File: config.mk
export PLATFORM = sky130hd
export DESIGN_NAME = adder_bist_flat
export DESIGN_NICKNAME = d
export VERILOG_FILES = /design/src/rtl/adder_bist_pkg.sv /design/src/rtl/adder_bist_if.sv /design/src/rtl/adder_bist_lfsr.sv /design/src/rtl/adder_bist.sv /design/src/flat_wrapper.sv
export SDC_FILE = /design/constraint.sdc
export NUM_CORES = 1
export LEC_CHECK = 0
export BUFFER_PORTS_ARGS = -buffer_cell sky130_fd_sc_hd__buf_4
export CAP_MARGIN = 10
export CORE_MARGIN = 4
export CORE_UTILIZATION = 45
export CTS_BUF_LIST = sky130_fd_sc_hd__clkbuf_2
export DETAILED_ROUTE_END_ITERATION = 8
export PLACE_DENSITY_LB_ADDON = 0.08
export SLEW_MARGIN = 20
export SYNTH_ARGS = -nofsm -noshare
export SYNTH_HDL_FRONTEND = slang
export SYNTH_HIERARCHICAL = 1
export SYNTH_SLANG_ARGS = --single-unit
File: constraint.sdc
create_clock -name clk -period 4.5 [get_ports clk]
set_input_delay 0.225 -clock clk [delete_from_list [all_inputs] [get_ports clk]]
set_output_delay 0.225 -clock clk [all_outputs]
set_load 0.01 [all_outputs]
File: src/rtl/adder_bist_pkg.sv
// Shared types and constants for the adder BIST engine: FSM encoding, run modes,
// LFSR polynomial and error-counter width.
package adder_bist_pkg;

  localparam logic [1:0] ST_IDLE  = 2'd0;
  localparam logic [1:0] ST_RUN   = 2'd1;
  localparam logic [1:0] ST_DRAIN = 2'd2;
  localparam logic [1:0] ST_DONE  = 2'd3;

  typedef enum logic [1:0] {
    IDLE  = ST_IDLE,
    RUN   = ST_RUN,
    DRAIN = ST_DRAIN,
    DONE  = ST_DONE
  } state_t;

  localparam logic MODE_EXHAUSTIVE = 1'b0;
  localparam logic MODE_RANDOM     = 1'b1;

  // Right-shifting Galois mask for x^32 + x^22 + x^2 + x + 1 (bit k <-> x^(k+1))
  localparam logic [31:0] LFSR_TAPS = 32'h8020_0003;

  localparam int unsigned ERR_CNT_W = 16;

  function automatic logic [31:0] lfsr_next(input logic [31:0] s);
    return s[0] ? ((s >> 1) ^ LFSR_TAPS) : (s >> 1);
  endfunction

endpackage

File: src/rtl/adder_bist_if.sv
// Operand/result bus between the adder BIST engine (master) and the adder under test (slave).
interface adder_bist_if #(
  parameter int unsigned WIDTH = 4
);
  logic [WIDTH-1:0] dut_a;
  logic [WIDTH-1:0] dut_b;
  logic             dut_cin;
  logic [WIDTH-1:0] dut_sum;
  logic             dut_cout;

  modport master (output dut_a, dut_b, dut_cin, input dut_sum, dut_cout);
  modport slave  (input dut_a, dut_b, dut_cin, output dut_sum, dut_cout);
endinterface

File: src/rtl/adder_bist_lfsr.sv
// 32-bit Galois LFSR for random-mode vectors; load restores SEED, en advances one step.
module adder_bist_lfsr
  import adder_bist_pkg::*;
#(
  parameter logic [31:0] SEED = 32'hACE1_0001
) (
  input  logic        clk,
  input  logic        load,
  input  logic        en,
  output logic [31:0] q
);

  always_ff @(posedge clk) begin
    if (load)    q <= SEED;
    else if (en) q <= lfsr_next(q);
  end

endmodule

File: src/rtl/adder_bist.sv
// Adder BIST engine: drives exhaustive or LFSR vectors into an external adder and scores results.
// Define ADDER_BIST_FIRST_ERR_EN to capture the first failing vector and result of each run.
module adder_bist
  import adder_bist_pkg::*;
#(
  parameter int unsigned WIDTH   = 4,
  parameter int unsigned LATENCY = 0,
  parameter logic [31:0] SEED    = 32'hACE1_0001
) (
  input  logic                 clk,
  input  logic                 rst,
  input  logic                 start,
  input  logic                 mode,
  input  logic [31:0]          num_vectors,
  adder_bist_if.master         bus,
  output logic                 busy,
  output logic                 done,
  output logic                 error_flag,
  output logic [ERR_CNT_W-1:0] error_count,
  output logic [2*WIDTH:0]     first_err_vec,
  output logic [WIDTH:0]       first_err_got
);

  localparam int unsigned VW = 2 * WIDTH + 1;
  localparam int unsigned RW = WIDTH + 1;

  state_t        state;
  logic          mode_q;
  logic [31:0]   remaining;
  logic [3:0]    drain_cnt;
  logic [VW-1:0] vec_cnt;
  logic [31:0]   lfsr_q;
  logic          lfsr_unused;

  logic          launch;
  logic          drive;
  logic          sel_mode;
  logic [31:0]   total;
  logic [VW-1:0] vec_src;
  logic [RW-1:0] exp_next;
  logic [RW-1:0] got;
  logic          mismatch;

  logic [RW-1:0] exp_pipe [LATENCY+1];
  logic [LATENCY:0] vld_pipe;

  assign busy     = (state == RUN) || (state == DRAIN);
  assign done     = (state == DONE);
  // The start edge itself drives vector 0, so RUN lasts exactly one cycle per vector.
  assign launch   = ((state == IDLE) || (state == DONE)) && start;
  assign drive    = launch || ((state == RUN) && (remaining != '0));
  assign sel_mode = launch ? mode : mode_q;

  always_comb begin
    total = '0;
    if (mode == MODE_RANDOM) total = (num_vectors == '0) ? 32'd1 : num_vectors;
    else                     total = 32'd1 << VW;

    vec_src = '0;
    if (sel_mode == MODE_RANDOM) vec_src = lfsr_q[VW-1:0];
    else if (!launch)            vec_src = vec_cnt;

    exp_next = RW'(vec_src[VW-1 -: WIDTH]) + RW'(vec_src[WIDTH:1]) + RW'(vec_src[0]);
  end

  adder_bist_lfsr #(.SEED(SEED)) u_lfsr (
    .clk  (clk),
    .load (rst),
    .en   (drive && (sel_mode == MODE_RANDOM)),
    .q    (lfsr_q)
  );

  assign lfsr_unused = ^lfsr_q[31:VW];

  always_ff @(posedge clk) begin
    if (rst) begin
      state       <= IDLE;
      mode_q      <= MODE_EXHAUSTIVE;
      remaining   <= '0;
      drain_cnt   <= '0;
      vec_cnt     <= '0;
      bus.dut_a   <= '0;
      bus.dut_b   <= '0;
      bus.dut_cin <= 1'b0;
    end else begin
      if (drive) begin
        {bus.dut_a, bus.dut_b, bus.dut_cin} <= vec_src;
        vec_cnt <= vec_src + VW'(1);
      end
      unique case (state)
        IDLE, DONE: begin
          if (start) begin
            state     <= RUN;
            mode_q    <= mode;
            remaining <= total - 32'd1;
          end
        end
        RUN: begin
          if (remaining != '0) begin
            remaining <= remaining - 32'd1;
          end else if (LATENCY == 0) begin
            state <= DONE;
          end else begin
            state     <= DRAIN;
            drain_cnt <= 4'(LATENCY - 1);
          end
        end
        DRAIN: begin
          if (drain_cnt == '0) state <= DONE;
          else                 drain_cnt <= drain_cnt - 4'd1;
        end
        default: state <= IDLE;
      endcase
    end
  end

  // Expectation travels alongside its valid bit so it lines up with the adder's output.
  always_ff @(posedge clk) begin
    if (rst) begin
      vld_pipe <= '0;
      for (int unsigned i = 0; i <= LATENCY; i++) exp_pipe[i] <= '0;
    end else begin
      vld_pipe[0] <= drive;
      exp_pipe[0] <= exp_next;
      for (int unsigned i = 1; i <= LATENCY; i++) begin
        vld_pipe[i] <= vld_pipe[i-1];
        exp_pipe[i] <= exp_pipe[i-1];
      end
    end
  end

  assign got      = {bus.dut_cout, bus.dut_sum};
  assign mismatch = vld_pipe[LATENCY] && ((exp_pipe[LATENCY] ^ got) != '0);

  always_ff @(posedge clk) begin
    if (rst || launch) begin
      error_flag  <= 1'b0;
      error_count <= '0;
    end else if (mismatch) begin
      error_flag <= 1'b1;
      if (error_count != '1) error_count <= error_count + ERR_CNT_W'(1);
    end
  end

`ifdef ADDER_BIST_FIRST_ERR_EN
  logic [VW-1:0] vec_pipe [LATENCY+1];

  always_ff @(posedge clk) begin
    if (rst) begin
      for (int unsigned i = 0; i <= LATENCY; i++) vec_pipe[i] <= '0;
    end else begin
      vec_pipe[0] <= vec_src;
      for (int unsigned i = 1; i <= LATENCY; i++) vec_pipe[i] <= vec_pipe[i-1];
    end
  end

  // error_flag still low means this is the run's first mismatch.
  always_ff @(posedge clk) begin
    if (rst || launch) begin
      first_err_vec <= '0;
      first_err_got <= '0;
    end else if (mismatch && !error_flag) begin
      first_err_vec <= vec_pipe[LATENCY];
      first_err_got <= got;
    end
  end
`else
  assign first_err_vec = '0;
  assign first_err_got = '0;
`endif

endmodule

File: src/flat_wrapper.sv
// flat-port wrapper written by rule: the top's interface ports become plain ports
module adder_bist_flat import adder_bist_pkg::*;
#(
  parameter int unsigned WIDTH   = 4,
  parameter int unsigned LATENCY = 0,
  parameter logic [31:0] SEED    = 32'hACE1_0001
)
  (clk, rst, start, mode, num_vectors, busy, done, error_flag, error_count, first_err_vec, first_err_got, bus_dut_a, bus_dut_b, bus_dut_cin, bus_dut_sum, bus_dut_cout);
  adder_bist_if #(.WIDTH(WIDTH)) bus_i ();
  input  logic clk;
  input  logic rst;
  input  logic start;
  input  logic mode;
  input  logic [31:0] num_vectors;
  output logic busy;
  output logic done;
  output logic error_flag;
  output logic [ERR_CNT_W-1:0] error_count;
  output logic [2*WIDTH:0] first_err_vec;
  output logic [WIDTH:0] first_err_got;
  output wire logic [$bits(bus_i.dut_a)-1:0] bus_dut_a;
  output wire logic [$bits(bus_i.dut_b)-1:0] bus_dut_b;
  output wire logic [$bits(bus_i.dut_cin)-1:0] bus_dut_cin;
  input wire logic [$bits(bus_i.dut_sum)-1:0] bus_dut_sum;
  input wire logic [$bits(bus_i.dut_cout)-1:0] bus_dut_cout;
  assign bus_dut_a = bus_i.dut_a;
  assign bus_dut_b = bus_i.dut_b;
  assign bus_dut_cin = bus_i.dut_cin;
  assign bus_i.dut_sum = bus_dut_sum;
  assign bus_i.dut_cout = bus_dut_cout;
  adder_bist #(.WIDTH(WIDTH), .LATENCY(LATENCY), .SEED(SEED)) u_core (.clk(clk), .rst(rst), .start(start), .mode(mode), .num_vectors(num_vectors), .bus(bus_i), .busy(busy), .done(done), .error_flag(error_flag), .error_count(error_count), .first_err_vec(first_err_vec), .first_err_got(first_err_got));
endmodule
# Word level (Yosys, flattened, before mapping)

Memory sizes are Yosys's and may differ from the RTL's.
Index checks and enable logic that the tools add are counted.

Bits in registers: 107
Output and inout port bits: 42
Logic and storage cells: 70
Input port bits: 41
Memory bits (writable): 5
Memories kept: 1

Mux-type cells: 18
Reductions and logical operators: 21
Equal/unequal tests: 8
Add/subtract/negate cells: 7
Bitwise operators: 3

Memory list:

| name            | words | bits a word | read ports | clocked after memory_dff | write ports | line             | source |
|---|---|---|---|---|---|---|---|
| u_core.exp_pipe | 1     | 5           | 1          | 0                        | 1           | adder_bist.sv:44 | `logic [RW-1:0] exp_pipe [LATENCY+1];` |

Operators with widths:

| kind                                               | count |
|---|---|
| two-way mux 32 bit                                 | 5 |
| one-hot mux 32 bit (2 select lines)                | 1 |
| subtractor 32 x 1 -> 32 bit, second input constant | 2 |
| logical NOT 32 bit                                 | 1 |
| nonzero test 32 bit                                | 1 |
| two-way mux 9 bit                                  | 2 |
| adder 16 x 1 -> 16 bit, second input constant      | 1 |
| inequality test 16 bit, second input constant      | 1 |
| adder 9 x 1 -> 9 bit, second input constant        | 1 |
| inequality test 2 bit, second input constant       | 4 |
| two-way mux 2 bit                                  | 3 |
| one-hot mux 2 bit (3 select lines)                 | 1 |
| AND reduction 2 bit                                | 3 |
| AND reduction 3 bit                                | 2 |
| adder 4 x 4 -> 5 bit                               | 1 |
| adder 5 x 1 -> 5 bit                               | 1 |
| two-way mux 1 bit                                  | 5 |
| two-way mux 5 bit                                  | 1 |
| nonzero test 5 bit                                 | 1 |
| OR reduction 5 bit                                 | 1 |
| bitwise XOR 5 bit                                  | 1 |
| == test 2 bit, second input constant               | 2 |
| logical AND 1 bit                                  | 4 |
| logical NOT 4 bit                                  | 1 |
| other kinds (8)                                    | 11 |

# Logic depth before layout (Yosys ltp)

Gate-level depths: netlist of run 1.

Depth after elaboration: 8
Depth in mapped cells: 15
Mapped depth without buffers: 12

# Cells and area by module

The synthesis of run 1 kept the hierarchy.

Modules (own cells, without submodules):

| module          | sequential area each (sq um) | area an instance (sq um) | instances | cells each |
|---|---|---|---|---|
| adder_bist      | 1,601.5                      | 4,954.8                  | 1         | 646 |
| adder_bist_lfsr | 640.6                        | 1,173.6                  | 1         | 107 |

# Worst setup path after synthesis of run 1

OpenSTA, ideal clock, no wires.

Path kind: register -> register
From: register u_core.state[1]
To: register u_core.remaining[22]
Cell stages (with the launch flop): 16
Data arrival time: 2.921 ns
Clock period less this slack: 3.041 ns
Required time: 4.380 ns
Library setup time: 0.120 ns
Slack: 1.459 ns
Path through: dfxtp_1 inv_1 ha_1 buf_2 buf_2 or2_1 a31oi_1 nand2b_1 ha_1 and3_1 clkbuf_1 nand4_1 buf_2 o41ai_2 a21oi_1 o31a_1

Longest elaborated chain between the ends: 4

Ends and longest elaborated chain:

| element                                                                      | line              | source |
|---|---|---|
| start: declaration                                                           | adder_bist.sv:27  | `state_t state;` |
| start signal: assignment                                                     | adder_bist.sv:77  | `state <= IDLE;` |
| start signal: assignment                                                     | adder_bist.sv:93  | `state <= RUN;` |
| start signal: assignment                                                     | adder_bist.sv:102 | `state <= DONE;` |
| == test 2 bit or logical NOT 2 bit (tied branches)                           | adder_bist.sv:90  | `unique case (state)` |
| OR reduction 2 bit                                                           | adder_bist.sv:90  |  |
| inequality test 2 bit (no source line) or nonzero test 2 bit (tied branches) | --                |  |
| AND reduction 3 bit (no source line)                                         | --                |  |
| end signal: assignment                                                       | adder_bist.sv:95  | `remaining <= total - 32'd1;` |
| end signal: assignment                                                       | adder_bist.sv:100 | `remaining <= remaining - 32'd1;` |
| end: declaration                                                             | adder_bist.sv:29  | `logic [31:0] remaining;` |

Several ways; a longest one is shown, not always the timed one.
A chain may end at the register's enable or synchronous reset.

# Worst setup path after layout of run 1

From: register u_core.state[0]
To: register u_core.remaining[22]

The elaborated chain is that of the path after synthesis.

==> results.toml, run 1 <==
[clock_network]
tritoncts = "done"
post_cts_buffers = 0
cts-root-buf = "clkbuf_2"
clock_latency_ns = 0.61
clkTransAtPathRegs_ns = 0.29
cts_buffers = 9
htreeDepth = 3
clock_path_buffers = 2
ctsResizeCount = 0
cts_sinks = 112

[global_route]
antenna_found_initial = 0
grtUsageMet2_pct = 29.7
grt_remaining_overflow = 0
top_usage_layer = "met2"
grt_pass1_wl_um = 26400
grt_usage_pct = 20.2
grt_max_degree = 83
gr-usage-met1_pct = 29.2
grt_pass1_vias = 5198
globalRouteMet3Util_pct = 3.26

[power]
ir_worst_vdd_mv = 0.215
combPwrFrac_pct = 48.1
leakage_nw = 2.69
p_sw_share_pct = 44.1
power_frac_seq_pct = 38.7
switchingPower_mw = 1.55
intPower_mw = 1.97
p_clk_share_pct = 13.2
power_density_mw_per_mm2 = 510

[floorplanning]
core_area_mm2 = 0.0133
initial_core_util_pct = 46.1
dieArea_mm2 = 0.0156
dieWidth_um = 125
dieHeight_um = 125
num_rows = 42
io-pin-count = 83

[setup_path]
cp_max_fo = 30
path_class = "reg2reg"
r2r.worst_path.cells = 10
cp-startpoint = "u_core/state[0]$_SDFFE_PP0P_"
rr_startpoint = "u_core/state[0]$_SDFFE_PP0P_"
worstPathRequired_ns = 5.04
r2r_end = "u_core/remaining[22]$_SDFFE_PP0P_"
worst_setup_path_end_kind = "register"
reg2reg_slack_ns = 0.93
worstPathArrival_ns = 4.12
crit_path_start_kind = "register"

[yosys]
yosysMostFrequentCell = "dfxtp_1"
yosysUniqueCellTypes = 78
synth_area_leader_cell = "dfxtp_1"
synth_area_per_cell_um2 = 8.14
async_flop_share_pct = 0
synth.area.top_cells = "dfxtp_1, nor2_1, nand2_1"
synth_ff_type = "dfxtp_1"
synthMuxAreaShare_pct = 5.41
ys_seq_area_share_pct = 36.6
synth_common_cells = "dfxtp_1, nor2_1, nand2_1"
synthSimpleGateAreaFrac_pct = 25.3
synthXorXnorAreaFrac_pct = 6.15
yosys.area.top_type_share_pct = 36.6
ys_seq_elements = 112
syn-cell-area_mm2 = 0.00613
ys_warn_count = 6
synth_top_family_by_area = "simple AND/OR/NAND/NOR gates"
synth_edf_count = 0
syn-instance-count = 753
synth_fa_ha_area_share_pct = 2.69
synth_compound_area_share_pct = 17.9

[run_status]
status = "completed"

[layout]
nFillCells = 1306
area_delta_synth_final_pct = 12.7
nets = 865
drive_gt1_share_pct = 13.1
antennaDiodeCount = 0

[placement]
portBuffers = 68
hpwl_um = 11200
gp_congestion = 0.933

[sta]
clock_skew_ns = 0.0253
slew_violations = 0
layout_min_cycle_time_ns = 3.57
finalCritPeriodShare_pct = 79.4
hold_viol = 0
rsz0062_at_grt = "no"
setup-tns-final_ns = 0
setup_violations = 0
worst_slew_pin_slew_ns = 1.04
max-slew-margin-rel_pct = 30.7
worst_hold_slack_ns = 0.102
max_freq_ghz = 0.280

[job]
drv_cap = 0

[drt]
drt_pass1_iterations = 5
routed_wl_um = 15600
drt-initial-drc-count = 374
via_count = 5587
ant_nets = 0
drc = 0
viasPerCell = 5.63
post_drt_wl_per_cell_um = 15.8

[hold_path]
min_from = "num_vectors[28]"
hold_class = "in2reg"
hold_depth = 5
min_to = "u_core/remaining[29]$_SDFFE_PP0P_"
-- metal layers --
layer	vias to the layer above	share of wire (%)	wire, µm
met5	-	0	0
met4	0	2.3	356
met3	25	5.8	907
met2	192	44	6850
met1	2606	48	7530
li1	2764	-	-
-- flip-flops by register name (all words and copies together) (netlist names) --
register and flops:
u_core/bus.dut_a 4, u_core/bus.dut_b 4, u_core/u_lfsr/q 32, u_core/vld_pipe 1
u_core/vec_cnt 9, u_core/drain_cnt 4, u_core/error_count 16, u_core/bus.dut_cin 1
u_core/exp_pipe 5, u_core/remaining 32, u_core/state 2, u_core/error_flag 1
u_core/mode_q 1
-- worst max-delay path by stage --
stage,endpoint
2_1_floorplan,u_core/remaining[22]$_SDFFE_PP0P_
3_3_place_gp,u_core/remaining[22]$_SDFFE_PP0P_
3_5_place_dp,u_core/remaining[22]$_SDFFE_PP0P_
4_1_cts,u_core/remaining[22]$_SDFFE_PP0P_
5_1_grt,u_core/remaining[22]$_SDFFE_PP0P_
6_report,u_core/remaining[22]$_SDFFE_PP0P_
-- per-stage QoR --
| step | util [%] | total power [mW] | std cells | cell area [µm²] | worst slack, ns |
|---|---|---|---|---|---|
| 6_report | 52.0 | 3.52 | 992 | 6910 | 0.927 |
| 5_1_grt | 52.0 | 3.80 | 992 | 6910 | 0.612 |
| 4_1_cts | 52.0 | 3.53 | 992 | 6910 | 1.02 |
| 3_5_place_dp | 50.1 | 3.04 | 963 | 6660 | 1.04 |
| 3_3_place_gp | 50.1 | 3.02 | 963 | 6660 | 1.26 |
| 2_1_floorplan | - | 2.61 | 766 | 6180 | 1.46 |
-- worst max-delay path: stages, from the launching register on --
cell      delay [ns]
dfxtp_1         0.44
ha_2            0.53
or2b_1          0.35
nand2_1         0.11
nand2b_1        0.11
ha_1            0.21
and3_1          0.44
nand4_1         0.50
o41ai_2         0.45
a21oi_1         0.07
o31a_1          0.30
-- cells by family (layout without fill, tap and decap cells) --
logic type	count (synthesis)	in the layout
muxes	33	33
xor gates and xnor gates	43	43
other	1	14
and+or+nand+nor	322	322
DFF	112	112
AOI/OAI and AO/OA	162	162
buffers and inverters	68	118
adders and majority gates	12	12
-- layout make-up --
type	count	area, µm²	area share (%)
Multi-Input combinational cell	586	3570	51.7
Timing Repair Buffer	90	711	10.3
Sequential cell	112	2240	32.5
Clock inverter	6	66.3	0.960
Inverter	13	48.8	0.706
Tap cell	176	220	3.19
Clock buffer	9	45.0	0.652
-- cells in the final DEF (no fill, tap or decap), types with 11 or more instances in the layout --
master | Yosys | final
nor2_1 | 101 | 101
conb_1 | 1 | 14
a21oi_1 | 39 | 39
and3_1 | 13 | 13
mux2i_1 | 32 | 32
nand4_1 | 19 | 19
inv_1 | 11 | 11
dfxtp_1 | 112 | 112
xor2_1 | 23 | 23
nand3_1 | 20 | 20
nand2_1 | 94 | 94
buf_4 | 15 | 76
dlygate4sd3_1 | 0 | 14
xnor2_1 | 20 | 20
and2_1 | 12 | 12
nor4_1 | 13 | 13
nor3_1 | 18 | 18
o21ai_0 | 37 | 37
-- power by group through the flow --
stage / Combinational (mW) / Clock (mW) / Sequential, mW
2_1_floorplan: 1.25 / 0 / 1.36
3_3_place_gp: 1.64 / 0 / 1.38
3_5_place_dp: 1.66 / 0 / 1.38
4_1_cts: 1.67 / 0.489 / 1.36
5_1_grt: 1.88 / 0.530 / 1.39
6_report: 1.69 / 0.464 / 1.36
-- timing repair --
item                                    in CTS  in global routing
hold buffers                                14                  0
endpoints found under the hold margin       14                  0
endpoints found under the setup margin       0                  0
No activity file was read; power rests on OpenSTA's default activity.
==> run 2, diff against run 1 <==
==> constraint.sdc (replaced) <==
create_clock -name clk -period 3.6 [get_ports clk]
set_input_delay 0.18 -clock clk [delete_from_list [all_inputs] [get_ports clk]]
set_output_delay 0.18 -clock clk [all_outputs]
set_load 0.01 [all_outputs]
==> results.toml, run 2 (synthesized netlist as in run 1, its figures left out) <==
[layout]
area_delta_synth_final_pct = 14.6
largest_registers = "u_core/remaining: 32 flops, u_core/u_lfsr/q: 32 flops, u_core/error_count: 16 flops"
regArea_mm2 = 0.00224
mostFrequentLayoutCell = "dfxtp_1"
multi_input_area_mm2 = 0.00358
nFillCells = 1259
nets = 878
drive_gt1_share_pct = 13.7
finish.utilization_pct = 52.8
layout_common_cells = "dfxtp_1, nor2_1, nand2_1"
antennaDiodeCount = 0

[sta]
setup-tns-final_ns = 0
max_freq_ghz = 0.309
setup_violations = 0
layout_min_cycle_time_ns = 3.24
rsz0062_at_grt = "no"
hold_viol = 0
worst_slew_pin_slew_ns = 0.876
slew_violations = 0
clock_skew_ns = 0.0450
finalCritPeriodShare_pct = 90.0
max-slew-margin-rel_pct = 41.6

[power]
power_mw = 4.44
p_sw_share_pct = 44.8
intPower_mw = 2.45
combPwrFrac_pct = 49.3
switchingPower_mw = 1.99
ir_worst_vdd_mv = 0.278
power_frac_seq_pct = 38.5
leakage_nw = 2.73
power_density_mw_per_mm2 = 633
p_clk_share_pct = 12.2

[floorplanning]
num_rows = 42
initial_core_util_pct = 46.1
core_area_mm2 = 0.0133
dieHeight_um = 125
dieWidth_um = 125
io-pin-count = 83
dieArea_mm2 = 0.0156

[setup_path]
path_class = "reg2reg"
worstPathArrival_ns = 3.82
cp_max_fo = 28
worst_setup_path_end_kind = "register"
r2r.worst_path.cells = 9
reg2reg_slack_ns = 0.36
worstPathRequired_ns = 4.18
rr_startpoint = "u_core/state[0]$_SDFFE_PP0P_"
crit_path_start_kind = "register"
r2r_end = "u_core/remaining[25]$_SDFFE_PP0P_"

[clock_network]
cts_sinks = 112
tritoncts = "done"
cts_buffers = 9
clock_path_buffers = 2
post_cts_buffers = 0
clock_latency_ns = 0.64
htreeDepth = 3
cts-root-buf = "clkbuf_2"
clkTransAtPathRegs_ns = 0.33

[drt]
drc = 0
post_drt_wl_per_cell_um = 15.8
drt_pass1_iterations = 5
ant_nets = 0
viasPerCell = 5.63
drt-initial-drc-count = 435
routed_wl_um = 15900
via_count = 5665

[hold_path]
hold_depth = 5
min_from = "bus_dut_sum[3]"
hold_class = "in2reg"
min_to = "u_core/error_flag$_SDFFE_PP0P_"

[run_status]
status = "completed"

[global_route]
grt_pass1_wl_um = 26800
antenna_found_initial = 0
grt_remaining_overflow = 0
grt_usage_pct = 20.4
grt_max_degree = 84
grt_pass1_vias = 5355

[placement]
hpwl_um = 11300
portBuffers = 68
gp_congestion = 0.905

[job]
drv_cap = 0
## run 2: cell type report
type	instances	share of cell area [%]
clock buffers	10	0.713
clock inverters	6	0.713
inverters	13	0.695
multi-input cells	586	51.0
flip-flops and latches	112	31.9
well taps	176	3.14
repair buffers	103	11.8
## run 2: worst max-delay path by stage
stage / to / slack [ns] / cells past startpoint / start
5_1_grt: u_core/remaining[25]$_SDFFE_PP0P_ / 0.14 / 9 / u_core/state[0]$_SDFFE_PP0P_
4_1_cts: u_core/remaining[25]$_SDFFE_PP0P_ / 0.27 / 9 / u_core/state[0]$_SDFFE_PP0P_
3_5_place_dp: u_core/remaining[22]$_SDFFE_PP0P_ / 0.33 / 8 / u_core/state[0]$_SDFFE_PP0P_
6_report: u_core/remaining[25]$_SDFFE_PP0P_ / 0.36 / 9 / u_core/state[0]$_SDFFE_PP0P_
3_3_place_gp: u_core/remaining[22]$_SDFFE_PP0P_ / 0.49 / 8 / u_core/state[0]$_SDFFE_PP0P_
2_1_floorplan: u_core/remaining[22]$_SDFFE_PP0P_ / 0.56 / 15 / u_core/state[1]$_SDFFE_PP0P_
## run 2: critical path, cell delays in order (launching register included)
cell and delay, ns:
dfxtp_1 0.50, ha_4 0.36, or2b_1 0.33, o21ai_0 0.19, nor4_4 0.41, buf_4 0.21, nand4_1 0.29, o21ai_0 0.26
dlygate4sd3_1 0.57, a31oi_1 0.08
## run 2: per-stage QoR
step	hold WS [ns]	instances	worst slack [ns]	instance area, µm²
after floorplan	0.370	766	0.559	6180
after global placement	0.438	968	0.486	6690
after detailed placement	0.447	968	0.334	6690
after CTS	0.00870	1006	0.266	7010
after global routing	0.00655	1006	0.141	7020
final	0.0803	1006	0.360	7020
## run 2: power groups by stage
stage,clock network [mW],logic (mW),registers [mW]
3_3_place_gp,0,2.10,1.72
5_1_grt,0.621,2.43,1.75
4_1_cts,0.570,2.17,1.71
2_1_floorplan,0,1.57,1.69
3_5_place_dp,0,2.13,1.73
6_report,0.541,2.19,1.71
## run 2: layer usage
| metal | part of all wire (%) | GRT usage (%) | up-vias | routed length [µm] |
|---|---|---|---|---|
| li1 | - | - | 2796 | - |
| met1 | 46 | 27.9 | 2643 | 7380 |
| met2 | 45 | 32.7 | 212 | 7240 |
| met3 | 6.9 | 4.72 | 14 | 1100 |
| met4 | 1.2 | 5.03 | 0 | 197 |
| met5 | 0 | 0 | - | 0 |
## run 2: repair_timing
item | CTS | global route
endpoints found under the setup margin | 0 | 1
endpoints found under the hold margin | 19 | 0
hold buffers | 22 | 0
resized for setup | 0 | 1
==> run 3, diff against run 2 <==
--- a/config.mk
+++ b/config.mk
@@ -11,7 +11,9 @@
 export CORE_UTILIZATION = 45
 export CTS_BUF_LIST = sky130_fd_sc_hd__clkbuf_2
 export DETAILED_ROUTE_END_ITERATION = 8
+export GPL_ROUTABILITY_DRIVEN = 0
 export PLACE_DENSITY_LB_ADDON = 0.08
+export REMOVE_ABC_BUFFERS = 1
 export SLEW_MARGIN = 20
 export SYNTH_ARGS = -nofsm -noshare
 export SYNTH_HDL_FRONTEND = slang
==> results.toml, run 3 (synthesized netlist as in run 1, its figures left out) <==
[run_status]
status = "completed"

[setup_path]
worst_setup_path_end_kind = "register"
cp_slowest_cell = "dfxtp_1"
path_class = "reg2reg"
crit_path_start_kind = "register"
cp_slowest_stage_delay_ns = 0.49
cp_max_fo = 7
r2r.worst_path.cells = 11
crit_chain = "inv_1 > ha_1 > and2_1 > nor2_1 > a22oi_1 > inv_1 > ha_1 > nand4_1 > nor2_1 > nor3_1 > a2111oi_0"
worstPathRequired_ns = 4.12
reg2reg_slack_ns = 0.41
r2r_end = "u_core/vec_cnt[8]$_SDFFE_PP0N_"
rr_startpoint = "u_core/state[0]$_SDFFE_PP0P_"
worstPathArrival_ns = 3.71

[sta]
clock_skew_ns = 0.0296
hold_viol = 0
worst_slew_pin_slew_ns = 0.880
setup_violations = 0
timing.final.ws_setup_ns = 0.411
finalCritPeriodShare_pct = 88.6
layout_min_cycle_time_ns = 3.19
max_freq_ghz = 0.314
worst_hold_slack_ns = 0.0527
max-slew-margin-rel_pct = 41.3
setup-tns-final_ns = 0
rsz0062_at_grt = "no"
slew_violations = 0

[placement]
hpwl_um = 11200
place_ws_ns = 0.328
portBuffers = 68
placed_area_mm2 = 0.00674
dpl.cell_count = 973

[global_route]
grt_max_degree = 84
grt_pass1_wl_um = 26000
antenna_found_initial = 0
grt_remaining_overflow = 0
grt_usage_pct = 20.0
grt_pass1_vias = 5199

[layout]
finalInstanceArea_mm2 = 0.00710
area_delta_synth_final_pct = 15.8
layout_common_cells = "dfxtp_1, nor2_1, nand2_1"
drive_gt1_share_pct = 14.5
antennaDiodeCount = 0
finish.utilization_pct = 53.4
nets = 882
largest_registers = "u_core/remaining: 32 flops, u_core/u_lfsr/q: 32 flops, u_core/error_count: 16 flops"
mostFrequentLayoutCell = "dfxtp_1"
final_cells = 1010

[hold_path]
hold_class = "in2reg"
min_from = "bus_dut_sum[3]"
min_to = "u_core/error_flag$_SDFFE_PP0P_"
hold_depth = 5

[power]
power_mw = 4.61
power_density_mw_per_mm2 = 649
ir_worst_vdd_mv = 0.263
leakage_nw = 2.78

[drt]
drt-met1-wl_um = 7510
wl_met3_um = 1070
ant_nets = 0
post_drt_wl_per_cell_um = 15.5
drt_pass1_iterations = 5
drc = 0
drt-initial-drc-count = 378
routed_wl_um = 15700
viasPerCell = 5.57
wl_met2_um = 6850
top_layer = "met4"
via_count = 5629

[floorplanning]
io-pin-count = 83
dieWidth_um = 125
num_rows = 42
dieArea_mm2 = 0.0156
dieHeight_um = 125
initial_core_util_pct = 46.1
core_area_mm2 = 0.0133

[clock_network]
clock_latency_ns = 0.61
clkTransAtPathRegs_ns = 0.30
cts_sinks = 112
tritoncts = "done"
cts-root-buf = "clkbuf_2"
clock_path_buffers = 2
htreeDepth = 3
cts_buffers = 9

[job]
drv_cap = 0
-- run 3: cell types whose count changed in the layout (fill, tap and decap cells not counted) --
| cell | change |
|---|---|
| bufinv_16 | +2 |
| clkinvlp_4 | -1 |
| buf_4 | +7 |
| inv_6 | -1 |
| buf_12 | +1 |
| clkinv_1 | +1 |
| dlygate4sd3_1 | -4 |
| clkinv_4 | -1 |
-- run 3: timing repair --
action                                  4_1_cts  5_1_grt
buffers inserted                              0        3
resized for setup                             0        1
hold buffers                                 18        0
endpoints found under the setup margin        0        1
hold endpoints to repair                     16        0
-- run 3: worst max path at each step --
| stage | from | endpoint | cells past startpoint |
|---|---|---|---|
| 2_1_floorplan | u_core/state[0]$_SDFFE_PP0P_ | u_core/remaining[22]$_SDFFE_PP0P_ | 8 |
| 3_3_place_gp | u_core/state[1]$_SDFFE_PP0P_ | u_core/remaining[22]$_SDFFE_PP0P_ | 12 |
| 3_5_place_dp | u_core/state[1]$_SDFFE_PP0P_ | u_core/remaining[22]$_SDFFE_PP0P_ | 12 |
| 4_1_cts | u_core/state[1]$_SDFFE_PP0P_ | u_core/remaining[22]$_SDFFE_PP0P_ | 12 |
| 5_1_grt | u_core/state[0]$_SDFFE_PP0P_ | u_core/vec_cnt[8]$_SDFFE_PP0N_ | 11 |
| 6_report | u_core/state[0]$_SDFFE_PP0P_ | u_core/vec_cnt[8]$_SDFFE_PP0N_ | 11 |
-- run 3: layout make-up --
class | count | area, µm²
Multi-Input combinational cell | 586 | 3580
Tap cell | 176 | 220
Sequential cell | 112 | 2240
Fill cell | 1335 | 6200
Clock buffer | 10 | 50.0
Timing Repair Buffer | 107 | 861
Inverter | 13 | 48.8
Clock inverter | 6 | 88.8
-- run 3: worst max-delay path, delay by kind of cell (launching register included) --
kind | cells | cell delay (ns)
compound gates | 2 | 0.70
fa+ha+maj | 2 | 0.61
buf+inv | 2 | 0.24
flops | 1 | 0.49
simple gates | 5 | 1.06
-- run 3: metal layers --
metal,vias up,global-route usage (%)
li1,2803,-
met1,2611,28.3
met2,198,30.5
met3,17,4.55
met4,0,5.48
met5,-,0
-- run 3: power by group --
| part | internal, mW | total [mW] | switching (mW) |
|---|---|---|---|
| clock network | 0.235 | 0.653 | 0.418 |
| registers | 1.50 | 1.72 | 0.219 |
| logic | 0.896 | 2.24 | 1.34 |
| total | 2.63 | 4.61 | 1.98 |
